$ cat src/rtl/pipeline_hazard_ctrl.sv
// Pipeline hazard controller for a five-stage in-order core.
// Resolves memory busy-wait, trap redirects, taken branches, multi-cycle
// (mul/div) operations and load-use hazards into stall, flush and bubble
// controls. Control outputs are combinational from state and inputs. The
// stall and flush performance counters are registered.

module pipeline_hazard_ctrl #(
  parameter int unsigned LD_STALL_CYCLES = 1,
  parameter int unsigned CNT_W           = 16
) (
  input  logic             clk_i,
  input  logic             rst_i,
  input  logic             busywait_i,
  input  logic             trap_flush_i,
  input  logic             branch_taken_ex_i,
  input  logic [4:0]       id_rs1_i,
  input  logic [4:0]       id_rs2_i,
  input  logic             id_use_rs1_i,
  input  logic             id_use_rs2_i,
  input  logic [4:0]       ex_rd_i,
  input  logic             ex_is_load_i,
  input  logic             ex_is_long_i,
  input  logic             long_done_i,
  output logic             pc_stall_o,
  output logic             if_id_stall_o,
  output logic             if_id_flush_o,
  output logic             id_ex_hazard_o,
  output logic             id_ex_stall_o,
  output logic             ex_mem_bubble_o,
  output logic             long_start_o,
  output logic             long_abort_o,
  output logic [CNT_W-1:0] stall_cycles_o,
  output logic [CNT_W-1:0] flush_count_o
);

  typedef enum logic [1:0] {
    RUN       = 2'd0,
    LD_STALL  = 2'd1,
    LONG_WAIT = 2'd2
  } state_t;

  // A single load-use bubble needs no extra state; longer stalls count down.
  localparam bit              LD_MULTI  = (LD_STALL_CYCLES > 1);
  localparam logic [2:0]      LD_RELOAD = 3'(LD_STALL_CYCLES - 1);
  localparam logic [CNT_W-1:0] CNT_ONE  = CNT_W'(1);

  state_t     state, state_nxt;
  logic [2:0] stall_cnt, stall_cnt_nxt;
  logic       load_use;
  logic       flush_inc;
  logic       stall_inc;

  // Detect a consumer in ID of the load destination currently in EX (x0 never hazards).
  always_comb begin
    load_use = ex_is_load_i && (ex_rd_i != 5'd0) &&
               ((id_use_rs1_i && (id_rs1_i == ex_rd_i)) ||
                (id_use_rs2_i && (id_rs2_i == ex_rd_i)));
  end

  // Derive control outputs and next state by priority: reset, busywait, trap, then per-state actions.
  always_comb begin
    pc_stall_o      = 1'b0;
    if_id_stall_o   = 1'b0;
    if_id_flush_o   = 1'b0;
    id_ex_hazard_o  = 1'b0;
    id_ex_stall_o   = 1'b0;
    ex_mem_bubble_o = 1'b0;
    long_start_o    = 1'b0;
    long_abort_o    = 1'b0;
    flush_inc       = 1'b0;
    state_nxt       = state;
    stall_cnt_nxt   = stall_cnt;

    if (rst_i) begin
      // Outputs stay low while reset is held. The long unit has its own reset, so no abort pulse is sent.
      state_nxt     = RUN;
      stall_cnt_nxt = 3'd0;
    end else if (busywait_i) begin
      // Memory not ready: freeze the front of the pipe and hold all state.
      pc_stall_o    = 1'b1;
      if_id_stall_o = 1'b1;
      id_ex_stall_o = 1'b1;
    end else if (trap_flush_i) begin
      if_id_flush_o   = 1'b1;
      id_ex_hazard_o  = 1'b1;
      ex_mem_bubble_o = 1'b1;
      long_abort_o    = (state == LONG_WAIT);
      state_nxt       = RUN;
      stall_cnt_nxt   = 3'd0;
    end else begin
      case (state)
        RUN: begin
          if (branch_taken_ex_i) begin
            if_id_flush_o  = 1'b1;
            id_ex_hazard_o = 1'b1;
            flush_inc      = 1'b1;
          end else if (ex_is_long_i) begin
            long_start_o    = 1'b1;
            pc_stall_o      = 1'b1;
            if_id_stall_o   = 1'b1;
            id_ex_stall_o   = 1'b1;
            ex_mem_bubble_o = 1'b1;
            state_nxt       = LONG_WAIT;
          end else if (load_use) begin
            pc_stall_o     = 1'b1;
            if_id_stall_o  = 1'b1;
            id_ex_hazard_o = 1'b1;
            if (LD_MULTI) begin
              stall_cnt_nxt = LD_RELOAD;
              state_nxt     = LD_STALL;
            end else begin
              stall_cnt_nxt = 3'd0;
            end
          end else begin
            state_nxt = RUN;
          end
        end
        LD_STALL: begin
          // EX holds a bubble while the load drains, so only the countdown matters here.
          pc_stall_o     = 1'b1;
          if_id_stall_o  = 1'b1;
          id_ex_hazard_o = 1'b1;
          if (stall_cnt <= 3'd1) begin
            stall_cnt_nxt = 3'd0;
            state_nxt     = RUN;
          end else begin
            stall_cnt_nxt = stall_cnt - 3'd1;
          end
        end
        LONG_WAIT: begin
          // Branches and load-use hazards are ignored until the long unit reports completion.
          if (long_done_i) begin
            state_nxt = RUN;
          end else begin
            pc_stall_o      = 1'b1;
            if_id_stall_o   = 1'b1;
            id_ex_stall_o   = 1'b1;
            ex_mem_bubble_o = 1'b1;
          end
        end
        default: begin
          state_nxt     = RUN;
          stall_cnt_nxt = 3'd0;
        end
      endcase
    end
  end

  // A cycle counts as a stall only when the pipe is not frozen by busywait.
  always_comb begin
    stall_inc = pc_stall_o && !busywait_i;
  end

  // Advance the controller state and the load-use countdown.
  always_ff @(posedge clk_i or posedge rst_i) begin
    if (rst_i) begin
      state     <= RUN;
      stall_cnt <= 3'd0;
    end else begin
      state     <= state_nxt;
      stall_cnt <= stall_cnt_nxt;
    end
  end

  // Performance counters: the stall count saturates and the flush count wraps.
  always_ff @(posedge clk_i or posedge rst_i) begin
    if (rst_i) begin
      stall_cycles_o <= '0;
      flush_count_o  <= '0;
    end else begin
      if (stall_inc && (stall_cycles_o != {CNT_W{1'b1}})) begin
        stall_cycles_o <= stall_cycles_o + CNT_ONE;
      end
      if (flush_inc) begin
        flush_count_o <= flush_count_o + CNT_ONE;
      end
    end
  end

endmodule

$ cat config.mk
export PLATFORM = sky130hd
export DESIGN_NAME = pipeline_hazard_ctrl
export DESIGN_NICKNAME = d
export VERILOG_FILES = /design/src/rtl/pipeline_hazard_ctrl.sv
export SDC_FILE = /design/constraint.sdc
export NUM_CORES = 1
export LEC_CHECK = 0
export ABC_AREA = 1
export BUFFER_PORTS_ARGS = -buffer_cell sky130_fd_sc_hd__buf_2
export CORE_MARGIN = 2
export CORE_UTILIZATION = 40
export DETAILED_ROUTE_END_ITERATION = 6
export PLACE_DENSITY_LB_ADDON = 0.15
export SETUP_SLACK_MARGIN = 0.05
export SLEW_MARGIN = 20
export SYNTH_ARGS = -nofsm -noshare
export SYNTH_HDL_FRONTEND = slang
export SYNTH_SLANG_ARGS = --single-unit
$ cat constraint.sdc
create_clock -name clk_i -period 2.45 [get_ports clk_i]
set_input_delay 0.49 -clock clk_i [delete_from_list [all_inputs] [get_ports clk_i]]
set_output_delay 0.49 -clock clk_i [all_outputs]
set_load 0.005 [all_outputs]
==> summary.md, run 1 <==
| Metric | Value |
|---|---|
| Status | `finished clean` |
| Critical Path Fanout Max | `5` |
| Number of global-route vias before repair | `2,017` |
| Highest Signal Layer | `met4` |
| Tot GR Track Use | `about 17%` |
| Pin count of the biggest net entering global routing | `34` |
| Clk Latency, worst-skew pair | `around 280 ps` |
| Core ar. | `roughly 5400 um2` |
| Peak VDD IR | `between 0.0003 and 0.0004 V` |
| Root Driver | `clkbuf_8` |
| Clock Sinks | `33` |
| CP max stage delay | `between 400 and 500 ps` |
| Pre-CTS setup slack | `476 ps` |
| Synth cell types | `28` |
| Fin worst setup slack | `about 440 ps` |
| Initial antenna violation count | `0` |
| Die X | `about 78 um` |
| Pwr dens | `between 500 and 600 nW/um2` |
| Max Slew Vio Count | `0` |
| Post-synth top area share | `between 30% and 40%` |
| Crit start category | `flop` |
| Final net count | `403` |
| Reg2reg end | `stall_cycles_o[15]$_DFFE_PP0P_` |
| Commonest non-fill, non-tap cells in the layout | `nand2_1, buf_2, inv_1, dfrtp_1, nand3_1` |
| Final non-filler cell total | `between 400 and 500` |
| Relative slew margins | `between 60% and 70%` |
| Initial Utilization | `between 40% and 50%` |
| Setup_tns | `0 ps` |
| Cell count after synthesis | `around 310` |
| CTS buffer count | `5` |
| Worst r2r path cells | `7` |
| Synth Flop Type | `dfrtp_1` |
| DIE HEIGHT | `approximately 78 um` |
| Post-synth EDFFs | `0` |
| Syn_area_per_cell | `a little over 7 um2` |
| Postcts setup bufs | `0` |
| CTS max path bufs | `2` |
| DRC viols | `0` |
| Die ar. | `slightly above 6000 um2` |
| Sequential area share after synthesis | `37.3%` |
| # setup viols final | `0` |
| WHS | `approximately 340 ps` |
| Worst setup EP type | `output port` |
| Global-route wire length before repair | `slightly below 9000 um` |
| Number of hold buffers added after cts | `0` |
| Cell Area, Synth | `between 2000 and 2500 um2` |
| CTS H-tree lvls | `2` |
| Clk slew on worst S/H paths | `~70 ps` |
| Row cnt | `27` |
| Dominant cells by area after synthesis | `dfrtp_1, nand2_1, xor2_1` |
| Worst Path Arrival | `between 1500 and 2000 ps` |
| Most used cell, CP | `nand2_1` |
| RSZ-0062 raised after global routing | `no` |
| Critical path class | `flop to output port` |
| PortBufs | `64` |
| DP Cell Count | `441` |
| Wirelength per Cell | `around 11 um` |
| CP required | `between 1500 and 2000 ps` |
| Worst slew pin tran | `approximately 580 ps` |
| Reg-to-reg slack, setup | `520 ps` |
| Synthesized flop and latch total | `33` |
| I/O pins | `65` |
| Leading area contributor after synthesis | `dfrtp_1` |
| Final wirelength | `around 5000 um` |
| Worst-path cell chain | `inv_1, or2_1, nand2_1, nand2_1, o21ai_4, inv_1, nand2_1, buf_2` |
| Vias per inst | `~4.7` |
| Crit-path slowest cell | `dfrtp_1` |
| Area Growth Syn to Fin | `23.0%` |
| DR iter-0 viols | `about 110` |
| Total power | `between 1 and 1.5 mW` |
| Tcrit/Tclk final | `~82%` |
| Met1 Wirelength | `2370 um` |
| Commonest non-fill, non-tap cell in the layout | `nand2_1` |
| Warnings, synthesis | `0` |
| Layout cell share with drive strength beyond 1 | `about a quarter` |
| Hpwl dp | `roughly 3800 um` |
| Reg-to-Reg Start | `stall_cycles_o[0]$_DFFE_PP0P_` |
| Post-Syn Nets | `~330` |
| Achievable Freq | `around 500 MHz` |
| Tmin final | `between 2000 and 2500 ps` |
| Pleak | `roughly 1.6 nW` |
| CTS tree | `done` |
| Total grt overflow | `0` |
| Final hold vios | `0` |
| Number of vias in the routed layout | `2,118` |
| Met3 routed WL | `between 200 and 300 um` |
| RePlAce Congestion | `slightly above 0.8` |
| Max Cap Viol | `0` |
| Clk_skew | `6.09 ps` |
| CTS resizes | `0` |
| First-pass DRT Iterations | `4` |
| Post-route ant nets | `0` |
| Post-synth ARST share | `100%` |
| Met2 WL | `~2200 um` |
| Antenna cells | `0` |
| Type of the tightest min-delay check | `input port to async pin` |
synthesized netlist by cell type (all sizes together), types with 2 or more instances:
cell type	count
buf	4
dfrtp	33
ha	2
inv	43
nand2	111
nand3	31
nand4	4
nor2	27
nor3	10
nor4	6
o21ai	5
xnor2	7
xor2	20
registers in the layout (all words and copies together), names as in the netlist:
name,count
flush_count_o,16
stall_cycles_o,16
state,1
per-stage QoR:
| stage | instance area [um2] | utilization, % |
|---|---|---|
| floorplan | 2220 | - |
| global placement | 2610 | 48.0 |
| detailed placement | 2610 | 48.0 |
| CTS | 2730 | 50.1 |
| global route | 2730 | 50.1 |
| finish | 2730 | 50.1 |
cells by family (layout without fill, tap and decap cells):
kind of cell,Yosys count,after routing,synth area share [%]
simple gates,190,190,38.8
buf+inv,47,117,8.69
flops,33,33,37.3
xor+xnor,27,27,10.7
compound gates,8,8,3.39
fa+ha+maj,2,2,1.13
worst max-delay path: cells and delay by family (launching register included):
family	cells	cell delay, ps
buffers and inverters	3	250
AOI/OAI and AO/OA	1	80
DFF	1	430
and+or+nand+nor	4	480
metal layers:
layer / global-route usage (%) / vias to the layer above
li1: - / 1093
met1: 23.4 / 962
met2: 28.5 / 55
met3: 4.02 / 8
met4: 4.74 / 0
met5: 0 / -
final cells by class:
cell class                 count  area, um2
multi-input combinational    227       1200
inverter                      43        161
fill                         573       2710
clock buffer                   7       86.3
sequential                    33        826
clock inverter                 1       30.0
timing repair buffer          66        335
tap                           72       90.1
worst max path at each step:
| stage | from | endpoint | slack, ps | cells past startpoint |
|---|---|---|---|---|
| final | state[1]$_DFFE_PP0P_ | pc_stall_o | 440 | 8 |
| after global routing | state[1]$_DFFE_PP0P_ | if_id_stall_o | 330 | 8 |
| after CTS | state[1]$_DFFE_PP0P_ | pc_stall_o | 420 | 8 |
| after detailed placement | ex_rd_i[2] | pc_stall_o | 480 | 12 |
| after global placement | ex_rd_i[2] | if_id_stall_o | 500 | 12 |
| after floorplan | rst_i | pc_stall_o | 320 | 4 |
where the power goes:
part	internal [mW]	switching (mW)	total [mW]
combinational	0.121	0.162	0.283
clock	0.332	0.204	0.536
sequential	0.597	0.0658	0.662
Note: power is estimated with default switching activity, not from simulation.
==> inputs of run 2 (changes only) <==
Settings changed: ABC_AREA 1 to 0.
Clock period 2.45 ns to 1.8 ns, I/O delays scaled along.
==> summary.md, run 2 <==
| Metric | Value |
|---|---|
| Register area | `between 800 and 900 um2` |
| Max Cap Viol | `0` |
| CTS tree | `done` |
| Post-synthesis adder-cell area fraction | `under 10%` |
| DR iter-0 viols | `101` |
| Wirelength per Cell | `around 13 um` |
| Post-synth ARST share | `100%` |
| I/O pins | `65` |
| Largest family of logic cells by synthesized area | `simple AND/OR/NAND/NOR gates` |
| Antenna cells | `0` |
| RePlAce Congestion | `between 0.7 and 0.8` |
| Critical path class | `input port to output port` |
| Warnings, synthesis | `0` |
| Synthesized flop and latch total | `33` |
| Layout cell share with drive strength beyond 1 | `between 50% and 60%` |
| Final net count | `between 200 and 300` |
| Relative slew margins | `between 70 and 80%` |
| Type of the tightest min-delay check | `input port to async pin` |
| Pleak | `about 1.4 nW` |
| Max Slew Vio Count | `0` |
| Fill cells | `roughly 390` |
| Commonest non-fill, non-tap cell in the layout | `buf_2` |
| Cell count after synthesis | `approximately 180` |
| Peak VDD IR | `around 0.00033 V` |
| Die X | `around 72 um` |
| Total grt overflow | `0` |
| Total power | `roughly 1.9 mW` |
| Dominant cells by area after synthesis | `dfrtp_1, xnor2_1, nand4_1` |
| Achievable Freq | `~480 MHz` |
| Crit start category | `input port` |
| Crit-path slowest cell | `or4_1` |
| Reg-to-Reg Start | `stall_cycles_o[0]$_DFFE_PP0P_` |
| Pin count of the biggest net entering global routing | `27` |
| Critical Path Fanout Max | `3` |
| Reg2reg end | `stall_cycles_o[11]$_DFFE_PP0P_` |
| Root Driver | `clkbuf_8` |
| Synth Flop Type | `dfrtp_1` |
| Row cnt | `24` |
| Post-synth top cells | `xnor2_1, dfrtp_1, nand4_1, nor2_1, nand2_1` |
| CTS max path bufs | `2` |
| Post-route ant nets | `0` |
| Synth cell types | `37` |
| Tot GR Track Use | `~17%` |
| Design Area, Final | `2800 um2` |
| Die ar. | `roughly 5200 um2` |
| Clock Sinks | `33` |
| Synth Area in Compound Gates | `approximately 4.4%` |
| Tmin final | `between 2000 and 2500 ps` |
| Post-Syn Nets | `about 210` |
| Global-route wire length before repair | `around 7000 um` |
| Multi-input logic area | `around 1200 um2` |
| CTS buffer count | `5` |
| Setup_tns | `-1140 ps` |
| Mux share of post-synthesis cell area | `between 1 and 1.5%` |
| Clk_skew | `5.97 ps` |
| Core ar. | `between 4000 and 5000 um2` |
| DP Area | `roughly 2400 um2` |
| CP max stage delay | `about 420 ps` |
| Worst-path cell chain | `buf_2, xnor2_2, nand2_1, o22ai_2, a21oi_1, or4_1, a21oi_2, buf_2` |
| Worst slew pin tran | `around 340 ps` |
| Most used cell, CP | `buf_2` |
| Initial antenna violation count | `0` |
| Final wirelength | `between 4000 and 5000 um` |
| XOR/XNOR share of the synthesized area | `19.0%` |
| CP required | `around 1400 ps` |
| Clk slew on worst S/H paths | `approximately 60 ps` |
| Fin worst setup slack | `-284 ps` |
| Commonest non-fill, non-tap cells in the layout | `buf_2, dfrtp_1, xnor2_1, buf_4, nand4_1` |
| WHS | `164 ps` |
| DIE HEIGHT | `~72 um` |
| Most common cell in the synthesized netlist | `xnor2_1` |
| Worst r2r path cells | `7` |
| Status | `complete, but fails checks` |
| PortBufs | `64` |
| Clk Latency, worst-skew pair | `270 ps` |
| # setup viols final | `17` |
| Number of vias in the routed layout | `~1,600` |
| Initial Utilization | `42.0%` |
| Number of global-route vias before repair | `1,564` |
| CTS H-tree lvls | `2` |
| DRC viols | `0` |
| Post-Synth Simple-Gate Area | `24.3%` |
| Post-synth top area share | `44.9%` |
| Area Growth Syn to Fin | `52.1%` |
| Reg-to-reg slack, setup | `about 30 ps` |
| Worst Path Arrival | `between 1500 and 2000 ps` |
| Tcrit/Tclk final | `116%` |
| Hpwl dp | `between 2000 and 3000 um` |
| Leading area contributor after synthesis | `dfrtp_1` |
| Post-synth EDFFs | `0` |
| RSZ-0062 raised after global routing | `yes` |
| Syn_area_per_cell | `approximately 10 um2` |
| First-pass DRT Iterations | `4` |
| Largest registers | `flush_count_o (16), stall_cycles_o (16), state (1)` |
| Failing checks | `negative setup slack` |
| Worst setup EP type | `output port` |
| Pwr dens | `675 nW/um2` |
| Final hold vios | `0` |
| Cell Area, Synth | `between 1500 and 2000 um2` |
| Vias per inst | `5.05` |
| Sequential area share after synthesis | `about 45%` |
[run 2: cell types whose count changed in the layout (fill, tap and decap cells not counted), moves of 8 or more]
cell,change
nor2_1,-13
buf_4,+17
xnor2_1,+18
nand2_1,-102
inv_1,-36
nand4_1,+11
xnor2_2,+10
buf_6,+9
nor3_1,-8
xor2_1,-15
nand3_1,-25
[run 2: worst max-delay path, delay by kind of cell]
kind                   cells  cell delay, ps
AND/OR/NAND/NOR            2             510
AO/OA/AOI/OAI              3             440
XOR/XNOR                   1             160
buffers and inverters      2             260
[run 2: worst max path at each step]
stage,from,to,slack [ps],cells after the start
finish,ex_rd_i[0],if_id_stall_o,-280,8
detailed placement,ex_rd_i[1],if_id_stall_o,-280,7
global route,ex_rd_i[0],if_id_stall_o,-360,8
global placement,ex_rd_i[1],if_id_stall_o,-280,7
floorplan,rst_i,flush_count_o[14]$_DFFE_PP0P_,-120,8
CTS,ex_rd_i[1],if_id_stall_o,-240,8
[run 2: power breakdown]
| group | switching, mW | total, mW | internal [mW] |
|---|---|---|---|
| Combinational | 0.190 | 0.449 | 0.259 |
| Sequential | 0.0832 | 0.897 | 0.814 |
| Clock | 0.241 | 0.544 | 0.303 |
[run 2: logic make-up (layout without fill, tap and decap cells)]
kind of cell / after synthesis / in the layout
simple gates: 78 / 78
xor+xnor: 40 / 40
flops: 33 / 33
buf+inv: 14 / 103
compound gates: 12 / 12
fa+ha+maj: 2 / 2
mux: 2 / 2
[run 2: layout make-up]
type	count	area share (%)
clock buffer	7	3.08
inverter	5	0.804
multi-input combinational	134	42.2
sequential	33	29.5
tap	52	2.32
timing repair buffer	91	22.0
[run 2: what timing repair did]
| action | in CTS | in global routing |
|---|---|---|
| resized for setup | 23 | 21 |
| buffers inserted | 4 | 4 |
| pin swaps | 22 | 18 |
| gates cloned | 1 | 0 |
| endpoints found under the setup margin | 18 | 26 |
| hold buffers | 0 | 0 |
[run 2: per-stage QoR]
step	worst slack (ps)	std cells	utilization (%)
finish	-284	322	63.9
detailed placement	-281	306	55.3
global route	-356	322	63.9
floorplan	-118	181	-
CTS	-241	318	60.3
global placement	-276	306	55.3
[run 2: routing by layer]
layer | share of wire (%) | GRT usage, % | routed length (um)
met1 | 43 | 22.2 | 1870
met2 | 51 | 29.1 | 2190
met3 | 4.9 | 3.80 | 211
met4 | 0.58 | 5.03 | 25
met5 | 0 | 0 | 0
==> inputs of run 3 (changes only) <==
Settings changed: PLACE_DENSITY from default to 0.71, PLACE_DENSITY_LB_ADDON 0.15 to default.
==> summary.md, run 3 (synthesis gave the netlist of run 2 again) <==
| Metric | Value |
|---|---|
| PortBufs | `64` |
| Clock Sinks | `33` |
| Initial Utilization | `about two fifths` |
| Fill cells | `roughly 370` |
| DIE HEIGHT | `71.8 um` |
| Fin worst setup slack | `-244 ps` |
| Worst slew pin tran | `390 ps` |
| CP required | `roughly 1400 ps` |
| Max Cap Viol | `0` |
| Highest Signal Layer | `met4` |
| Core ar. | `4380 um2` |
| Tcrit/Tclk final | `114%` |
| Final net count | `294` |
| CTS H-tree lvls | `2` |
| Post-route ant nets | `0` |
| Reg-to-reg slack, setup | `-40 ps` |
| Final core utilization | `about 63%` |
| Met3 routed WL | `roughly 250 um` |
| RSZ-0062 raised after global routing | `yes` |
| Final hold vios | `0` |
| Worst r2r path cells | `8` |
| Wirelength per Cell | `between 10 and 15 um` |
| Pin count of the biggest net entering global routing | `32` |
| Critical path class | `input port to output port` |
| Relative slew margins | `74.0%` |
| Hpwl dp | `roughly 3000 um` |
| RePlAce Congestion | `~0.74` |
| Met1 Wirelength | `1820 um` |
| Achievable Freq | `roughly 490 MHz` |
| Initial antenna violation count | `0` |
| Critical Path Fanout Max | `3` |
| Failing checks | `negative setup slack` |
| Peak VDD IR | `approximately 0.00035 V` |
| Status | `complete, but fails checks` |
| Reg-to-Reg Start | `state[1]$_DFFE_PP0P_` |
| DR iter-0 viols | `63` |
| Root Driver | `clkbuf_8` |
| I/O pins | `65` |
| Clk slew on worst S/H paths | `roughly 60 ps` |
| Number of vias in the routed layout | `~1,600` |
| Pleak | `roughly 1.3 nW` |
| Max Slew Vio Count | `0` |
| CTS max path bufs | `2` |
| Tmin final | `a little over 2000 ps` |
| Area Growth Syn to Fin | `49.5%` |
| Type of the tightest min-delay check | `input port to async pin` |
| Commonest non-fill, non-tap cell in the layout | `buf_2` |
| DRC viols | `0` |
| Met2 WL | `2160 um` |
| Tot GR Track Use | `around 17%` |
| Clk Latency, worst-skew pair | `roughly 290 ps` |
| First-pass DRT Iterations | `4` |
| Die X | `between 70 and 80 um` |
| Pre-CTS setup slack | `-289 ps` |
| Layout cell share with drive strength beyond 1 | `between 50% and 60%` |
| Antenna cells | `0` |
| Worst setup EP type | `output port` |
| Crit start category | `input port` |
| Pwr dens | `between 700 and 800 nW/um2` |
| Global-route wire length before repair | `6800 um` |
| Number of global-route vias before repair | `between 1,500 and 2,000` |
| CTS tree | `done` |
| # setup viols final | `10` |
| Largest registers | `flush_count_o (16), stall_cycles_o (16), state (1)` |
| Die ar. | `approximately 5200 um2` |
| Number of hold buffers added after cts | `0` |
| Worst Path Arrival | `around 1700 ps` |
| Commonest non-fill, non-tap cells in the layout | `buf_2, dfrtp_1, xnor2_1, buf_4, nand4_1` |
| Vias per inst | `5.15` |
| CTS buffer count | `5` |
| Reg2reg end | `stall_cycles_o[13]$_DFFE_PP0P_` |
| Final wirelength | `approximately 4300 um` |
| Row cnt | `24` |
| WHS | `about 26 ps` |
| Clk_skew | `between 4 and 5 ps` |
| Total grt overflow | `0` |
[run 3: cell types whose count changed in the layout (fill, tap and decap cells not counted), sizes merged]
cell    before  now
clkbuf       7    8
bufinv       0    1
bufbuf       0    1
buf         91   86
[run 3: cell type report]
cell class | count | area (um2) | share of cell area, %
multi-input combinational | 134 | 1110 | 40.2
sequential | 33 | 827 | 30.1
timing repair buffer | 88 | 614 | 22.3
clock buffer | 7 | 86.3 | 3.14
tap | 52 | 65.1 | 2.36
clock inverter | 1 | 30.0 | 1.09
inverter | 5 | 22.5 | 0.819
[run 3: metrics by stage]
stage | TNS (ps) | power (mW) | cell area [um2] | std cells
2_1_floorplan | -832 | 1.10 | 1970 | 181
3_3_place_gp | -2890 | 1.29 | 2390 | 302
3_5_place_dp | -3190 | 1.30 | 2390 | 302
4_1_cts | -835 | 2.04 | 2620 | 314
5_1_grt | -1610 | 2.15 | 2750 | 320
6_report | -903 | 2.02 | 2750 | 320
[run 3: worst max path at each step]
stage,from,end,slack (ps),cells past startpoint
3_5_place_dp,ex_rd_i[1],if_id_stall_o,-290,8
4_1_cts,ex_rd_i[1],if_id_stall_o,-260,8
2_1_floorplan,rst_i,flush_count_o[14]$_DFFE_PP0P_,-120,8
3_3_place_gp,ex_rd_i[1],pc_stall_o,-280,7
6_report,ex_rd_i[2],if_id_stall_o,-240,8
5_1_grt,ex_rd_i[3],if_id_stall_o,-340,8
[run 3: per-layer routing]
layer	global-route usage (%)	vias up
met2	27.6	58
met4	6.92	0
met1	20.9	782
li1	-	801
met5	0	-
met3	4.22	7
[run 3: what timing repair did]
item                                    CTS  global route
resized for setup                        17            14
gates cloned                              1             1
buffers inserted                          3             5
endpoints found under the setup margin   19            29
pin swaps                                 5             6
[run 3: worst max-delay path, stage by stage]
cell and delay (ps):
buf_6 100, xnor2_2 130, nand4_1 120, o22ai_2 200, a21oi_2 80, or4_4 430, a21oi_4 130, buf_2 120
[run 3: power by group]
part,switching [mW],internal [mW]
clock network,0.261,0.451
registers,0.0814,0.813
logic,0.178,0.236
